File: src/rtl/register_file.sv
// register_file: 32 x 32-bit MIPS GPR file with a destination busy scoreboard.
// Two combinational read ports, one write-back port, one issue (reserve) port.
// r0 is hard-wired to zero and never marked busy.
// Optional feature: define REGFILE_BYPASS_EN to forward same-cycle write-back
// data to the read ports and mask the written register's busy bit from stall.

module regfile_entry #(
  parameter int DATA_W = 32
) (
  input  logic              clk,
  input  logic              reset_n,
  input  logic              wr_en,
  input  logic [DATA_W-1:0] wr_data,
  input  logic              set,
  input  logic              clr,
  output logic [DATA_W-1:0] data,
  output logic              busy
);

  // Register contents plus pending bit; a new reservation outranks a
  // write-back landing on the same edge since the newer producer owns it.
  always_ff @(posedge clk or negedge reset_n) begin
    if (!reset_n) begin
      data <= '0;
      busy <= 1'b0;
    end else begin
      if (wr_en) data <= wr_data;
      if (set)      busy <= 1'b1;
      else if (clr) busy <= 1'b0;
    end
  end

endmodule

module register_file #(
  parameter int DATA_W = 32,
  parameter int ADDR_W = 5
) (
  input  logic                   clk,
  input  logic                   reset_n,
  input  logic [ADDR_W-1:0]      read_reg1,
  input  logic [ADDR_W-1:0]      read_reg2,
  output logic [DATA_W-1:0]      read_data1,
  output logic [DATA_W-1:0]      read_data2,
  input  logic [ADDR_W-1:0]      write_reg,
  input  logic [DATA_W-1:0]      write_data,
  input  logic                   reg_write,
  input  logic                   issue_valid,
  input  logic [ADDR_W-1:0]      issue_reg,
  output logic                   stall,
  output logic [(1<<ADDR_W)-1:0] busy_vec
);

  localparam int NUM_REGS = 1 << ADDR_W;

  logic [NUM_REGS-1:0][DATA_W-1:0] regs;
  logic [NUM_REGS-1:0]             busy;
  logic                            wr_act;
  logic                            iss_act;
  logic                            byp1;
  logic                            byp2;

  // Writes and issues to r0 are dropped here so no entry ever sees them.
  assign wr_act  = reg_write   && (write_reg != '0);
  assign iss_act = issue_valid && (issue_reg != '0);

  assign regs[0] = '0;
  assign busy[0] = 1'b0;

  genvar n;
  generate
    for (n = 1; n < NUM_REGS; n++) begin : g_entry
      regfile_entry #(.DATA_W(DATA_W)) u_entry (
        .clk     (clk),
        .reset_n (reset_n),
        .wr_en   (wr_act && (write_reg == ADDR_W'(n))),
        .wr_data (write_data),
        .set     (iss_act && (issue_reg == ADDR_W'(n))),
        .clr     (wr_act && (write_reg == ADDR_W'(n))),
        .data    (regs[n]),
        .busy    (busy[n])
      );
    end
  endgenerate

  // Read ports; optional same-cycle forward of write-back data, forced to
  // zero while reset is held so an in-flight write cannot leak out.
  always_comb begin
    read_data1 = regs[read_reg1];
    read_data2 = regs[read_reg2];
    byp1       = 1'b0;
    byp2       = 1'b0;
`ifdef REGFILE_BYPASS_EN
    byp1 = wr_act && (write_reg == read_reg1);
    byp2 = wr_act && (write_reg == read_reg2);
    if (byp1) read_data1 = write_data;
    if (byp2) read_data2 = write_data;
`endif
    if (!reset_n) begin
      read_data1 = '0;
      read_data2 = '0;
    end
  end

  // Stall on any busy nonzero source not being satisfied by a forward this cycle.
  always_comb begin
    stall = reset_n &&
            ((busy[read_reg1] && !byp1) || (busy[read_reg2] && !byp2));
  end

  assign busy_vec = busy;

endmodule
File: config.mk
export PLATFORM = sky130hd
export DESIGN_NAME = register_file
export DESIGN_NICKNAME = d
export VERILOG_FILES = /design/src/rtl/register_file.sv
export SDC_FILE = /design/constraint.sdc
export NUM_CORES = 2
export LEC_CHECK = 0
export BUFFER_PORTS_ARGS = -buffer_cell sky130_fd_sc_hd__buf_2
export CORE_MARGIN = 2
export CORE_UTILIZATION = 50
export DETAILED_ROUTE_END_ITERATION = 12
export PLACE_DENSITY = 0.71
export SYNTH_ARGS = -nofsm -noshare
export SYNTH_HDL_FRONTEND = slang
export SYNTH_SLANG_ARGS = --single-unit
File: constraint.sdc
create_clock -name clk -period 3.4 [get_ports clk]
set_input_delay 0.51 -clock clk [delete_from_list [all_inputs] [get_ports clk]]
set_output_delay 0.51 -clock clk [all_outputs]
set_load 0.02 [all_outputs]
==> report_table.html <==
<table>
<tr><th>Metric</th><th>Value</th></tr>
<tr><th colspan="2">Clock tree</th></tr>
<tr><td>Clock insertion delay at the later pin of the skew report</td><td>just under 0.7 ns</td></tr>
<tr><td>Clock sinks</td><td>~1000</td></tr>
<tr><td>Resize count post-CTS</td><td>0</td></tr>
<tr><td>TritonCTS clock tree</td><td>built</td></tr>
<tr><td>TritonCTS Buffers</td><td>110</td></tr>
<tr><td>Buffer depth of the longest clock path</td><td>3</td></tr>
<tr><td>Total number of H-tree levels</td><td>3</td></tr>
<tr><td>CTS clk-pin slew, worst paths</td><td>around 0.06 ns</td></tr>
<tr><td>Clk Tree Root Cell</td><td>sky130_fd_sc_hd__clkbuf_16</td></tr>
<tr><td># Post-CTS Setup Buffers</td><td>0</td></tr>
<tr><th colspan="2">Yosys</th></tr>
<tr><td>Sequential fraction of the synthesis area</td><td>a little under half</td></tr>
<tr><td>Share of Yosys cell area claimed by the top area cell type</td><td>~46%</td></tr>
<tr><td>Cell type with the highest aggregate area in the netlist</td><td>sky130_fd_sc_hd__dfrtp_1</td></tr>
<tr><td>Cell count after synthesis</td><td>roughly 3500</td></tr>
<tr><td>Synthesized area divided by synthesized cell count</td><td>about 16 um^2</td></tr>
<tr><td>Number of distinct library cells after synthesis</td><td>43</td></tr>
<tr><td>Area contributors post-synth</td><td>sky130_fd_sc_hd__dfrtp_1 46%, sky130_fd_sc_hd__mux4_2 24%, sky130_fd_sc_hd__mux2_2 22%</td></tr>
<tr><td>Synthesized netlist net count</td><td>about 3600</td></tr>
<tr><td>Netlist area before placement</td><td>around 0.055 mm^2</td></tr>
<tr><td>Number of flip-flops and latches in the synthesized netlist</td><td>slightly above 1000</td></tr>
<tr><td>Yosys warning total</td><td>0</td></tr>
<tr><th colspan="2">GRT</th></tr>
<tr><td>Maximum number of pins on one net before global-route repair</td><td>roughly 120</td></tr>
<tr><td>First-pass GRT wire length</td><td>235 mm</td></tr>
<tr><td>Vias in the first global route</td><td>about 35000</td></tr>
<tr><td>Overflow left after global routing</td><td>0</td></tr>
<tr><td>Global routing usage summed across all routing layers</td><td>between 20 and 30%</td></tr>
<tr><td>Antenna violations before repair</td><td>7</td></tr>
<tr><th colspan="2">Worst setup path</th></tr>
<tr><td>Arrival time worst endpoint</td><td>2.80 ns</td></tr>
<tr><td>Startpoint-to-endpoint class of the critical path</td><td>input pin to output pin</td></tr>
<tr><td>Cell Chain, Critical Path</td><td>buf_8 -&gt; buf_12 -&gt; nor2b_4 -&gt; buf_12 -&gt; a22o_1 -&gt; mux4_2 -&gt; inv_1 -&gt; o21ai_1 -&gt; buf_2</td></tr>
<tr><td>Critical path startpoint category</td><td>input pin</td></tr>
<tr><td>CP Max Fanout</td><td>32</td></tr>
<tr><td>Most frequent CP cell</td><td>sky130_fd_sc_hd__buf_12</td></tr>
<tr><td>CP required</td><td>approximately 2.9 ns</td></tr>
<tr><td>RR Startpoint</td><td>g_entry[4].u_entry.data[5]</td></tr>
<tr><td>Worst r2r path cells</td><td>1</td></tr>
<tr><td>Slowest stage cell on the critical path</td><td>sky130_fd_sc_hd__mux4_2</td></tr>
<tr><td>Endpoint of the worst-slack reg-to-reg timing path</td><td>g_entry[4].u_entry.data[5]</td></tr>
<tr><td>Reg2reg setup slack</td><td>between 2 and 3 ns</td></tr>
<tr><td>Worst path max stage delay</td><td>~0.46 ns</td></tr>
<tr><td>Endpoint type of the worst setup path</td><td>output pin</td></tr>
<tr><th colspan="2">Die</th></tr>
<tr><td>Height of the die</td><td>between 300 and 400 um</td></tr>
<tr><td>I/O pin count</td><td>between 150 and 200</td></tr>
<tr><td>Effective utilization at floorplan</td><td>between 50% and 60%</td></tr>
<tr><td>Die extent in x</td><td>between 300 and 400 um</td></tr>
<tr><td>Die outline area</td><td>0.113 mm^2</td></tr>
<tr><td>Floorplan Core Area</td><td>about 0.11 mm^2</td></tr>
<tr><td>Row cnt</td><td>between 100 and 150</td></tr>
<tr><th colspan="2">Routing</th></tr>
<tr><td>Post-DR wirelength/cell</td><td>30.6 um</td></tr>
<tr><td>Count of vias placed by the detailed router</td><td>33973</td></tr>
<tr><td>Final routed DRC violation total</td><td>0</td></tr>
<tr><td>Number of vias per cell after detailed routing</td><td>just under 7</td></tr>
<tr><td>First-pass iteration count of the detailed router</td><td>7</td></tr>
<tr><td>Post-route antenna net violation count</td><td>0</td></tr>
<tr><td>Total length of routed wires</td><td>approximately 150 mm</td></tr>
<tr><td>DR iter-0 viols</td><td>around 3000</td></tr>
<tr><th colspan="2">Min path</th></tr>
<tr><td>Hold Path Class</td><td>input pin to register</td></tr>
<tr><td>Endpoint, Worst Hold</td><td>g_entry[15].u_entry.busy</td></tr>
<tr><td>Worst hold start</td><td>issue_reg[2]</td></tr>
<tr><td>Cell depth of the worst min-delay path</td><td>3</td></tr>
<tr><th colspan="2">STA</th></tr>
<tr><td>Total negative setup slack</td><td>0 ns</td></tr>
<tr><td>Setup repair after global routing missed its margin</td><td>no</td></tr>
<tr><td>Post-route minimum period</td><td>3.31 ns</td></tr>
<tr><td>Worst Clk Skew</td><td>0 ns</td></tr>
<tr><td>Maximum operating frequency</td><td>just over 0.3 GHz</td></tr>
<tr><td>Setup-failing EPs final</td><td>0</td></tr>
<tr><td>Share of the clock period used by the worst path</td><td>a little over nine tenths</td></tr>
<tr><td>Slew at the pin closest to its max-slew limit</td><td>1.02 ns</td></tr>
<tr><td>Headroom to the max-slew limit</td><td>approximately a third</td></tr>
<tr><td>Fin. Hold Viols</td><td>0</td></tr>
<tr><td>Final-report max-slew violation count</td><td>0</td></tr>
<tr><th colspan="2">Power and ir drop</th></tr>
<tr><td>LEAKAGE</td><td>26.9 nW</td></tr>
<tr><td>VDD IR-drop max</td><td>between 400 and 500 uV</td></tr>
<tr><td>Final Power</td><td>0.0371 W</td></tr>
<tr><td>Power per standard cell area</td><td>between 500 and 600 mW/mm^2</td></tr>
<tr><th colspan="2">Run</th></tr>
<tr><td>Max cap viols</td><td>0</td></tr>
<tr><th colspan="2">Place</th></tr>
<tr><td>Total of buffers placed on input and output ports</td><td>between 150 and 200</td></tr>
<tr><td>Half-perimeter wire length after placement</td><td>around 93 mm</td></tr>
<tr><td>Routability Congestion</td><td>just over 0.8</td></tr>
<tr><th colspan="2">Final layout</th></tr>
<tr><td>Share of post-route cells with drive strength above 1</td><td>about three fifths</td></tr>
<tr><td>Number of nets at the end of the flow</td><td>around 3600</td></tr>
<tr><td>Relative area change from synthesis to final layout</td><td>12.8%</td></tr>
<tr><th colspan="2">Run status</th></tr>
<tr><td>Outcome</td><td>finished clean</td></tr>
</table>
==> cell families after synthesis <==
kind of cell	share of synthesized area, %
flip-flops	46.5
other	0.00681
buffers and inverters	4.05
AND/OR/NAND/NOR	1.49
AO/OA/AOI/OAI	2.26
multiplexers	45.7
==> where the power goes <==
| group | total, W | switching [W] | internal, W |
|---|---|---|---|
| Sequential | 0.0163 | 0.00174 | 0.0146 |
| Clock | 0.0129 | 0.00517 | 0.00776 |
| Combinational | 0.00786 | 0.00298 | 0.00488 |
==> state kept, by name, summed over array words and instances, names as in the netlist <==
register / count
g_entry.u_entry.data: 992
g_entry.u_entry.busy: 31
==> layout make-up <==
type | count | area [um^2]
Antenna cell | 2 | 5.00
Clock buffer | 156 | 3190
Clock inverter | 51 | 744
Fill cell | 8331 | 46900
Inverter | 77 | 289
Multi-Input combinational cell | 1997 | 27500
Sequential cell | 1023 | 25600
Tap cell | 1414 | 1770
Timing Repair Buffer | 334 | 3040
==> synth_stat cells, drive strengths merged <==
library cell / number
or3b: 1
o2111ai: 4
nor2: 23
o21ai: 80
nand3: 74
a221oi: 1
a2111oi: 2
nand4b: 1
buf: 227
o22ai: 7
o31a: 1
a22oi: 1
clkbuf: 181
conb: 1
mux4: 582
nand3b: 6
and2: 1
inv: 77
nor3b: 4
mux2: 1060
nand2: 34
nor4: 2
a22o: 73
nor3: 3
mux2i: 12
a21oi: 2
dfrtp: 1023
and3: 2
a32o: 3
nand4: 3
nor2b: 7
a2bb2oi: 1
nand2b: 2
o41ai: 1
a41oi: 1
a311oi: 2
==> worst max path at each step <==
stage / startpoint / end / slack [ns] / cells after the start
final: read_reg1[0] / read_data1[12] / 0.09 / 9
after floorplan: read_reg1[1] / read_data1[1] / 0.60 / 7
after CTS: read_reg1[0] / read_data1[5] / 0.14 / 7
after global routing: read_reg1[0] / read_data1[12] / 0.06 / 9
after global placement: read_reg1[0] / read_data1[31] / 0.15 / 7
after detailed placement: read_reg1[0] / read_data1[5] / 0.15 / 7
==> stage by stage <==
stage / utilization, % / instances / hold slack [ns] / setup WS (ns) / area, um^2
floorplan: - / 3505 / 0.214 / 0.598 / 55100
global placement: 53.4 / 4844 / 0.377 / 0.153 / 58200
CTS: 57.0 / 5052 / 0.127 / 0.137 / 62100
finish: 57.0 / 5054 / 0.161 / 0.0916 / 62100
detailed placement: 53.4 / 4844 / 0.376 / 0.153 / 58200
global route: 57.0 / 5054 / 0.160 / 0.0564 / 62100
==> layer usage <==
| metal | vias to the layer above | wire length, um | global-route usage [%] |
|---|---|---|---|
| met5 | - | 12 | 0 |
| met4 | 2 | 4110 | 7.91 |
| met3 | 259 | 11700 | 4.78 |
| met2 | 1404 | 72300 | 43.4 |
| met1 | 18614 | 66500 | 41.5 |
| li1 | 13694 | - | - |
==> cells in the final DEF, fill, tap and decap left out, types with 9 or more instances in the layout <==
master and n:
sky130_fd_sc_hd__bufinv_16 16, sky130_fd_sc_hd__nand3_1 68, sky130_fd_sc_hd__o21ai_0 16, sky130_fd_sc_hd__buf_12 67, sky130_fd_sc_hd__o21ai_1 64, sky130_fd_sc_hd__nor2_4 9, sky130_fd_sc_hd__mux2_2 1060, sky130_fd_sc_hd__buf_4 117
sky130_fd_sc_hd__a22o_1 73, sky130_fd_sc_hd__clkinv_2 19, sky130_fd_sc_hd__mux2i_1 12, sky130_fd_sc_hd__dfrtp_1 1023, sky130_fd_sc_hd__nor2_1 14, sky130_fd_sc_hd__clkbuf_8 24, sky130_fd_sc_hd__buf_2 142, sky130_fd_sc_hd__nand2_1 24
sky130_fd_sc_hd__clkbuf_1 21, sky130_fd_sc_hd__mux4_2 582, sky130_fd_sc_hd__clkbuf_16 111, sky130_fd_sc_hd__inv_1 77
==> worst max-delay path, delay by kind of cell <==
kind | cells | cell delay (ns)
AND/OR/NAND/NOR | 1 | 0.06
AO/OA/AOI/OAI | 2 | 0.46
multiplexers | 1 | 0.46
buffers and inverters | 5 | 1.20
==> what timing repair did <==
action / CTS / global route
hold buffers: 1 / 0
endpoints found under the hold margin: 71 / 0
endpoints found under the setup margin: 0 / 0
(Power assumes the default switching activity.)
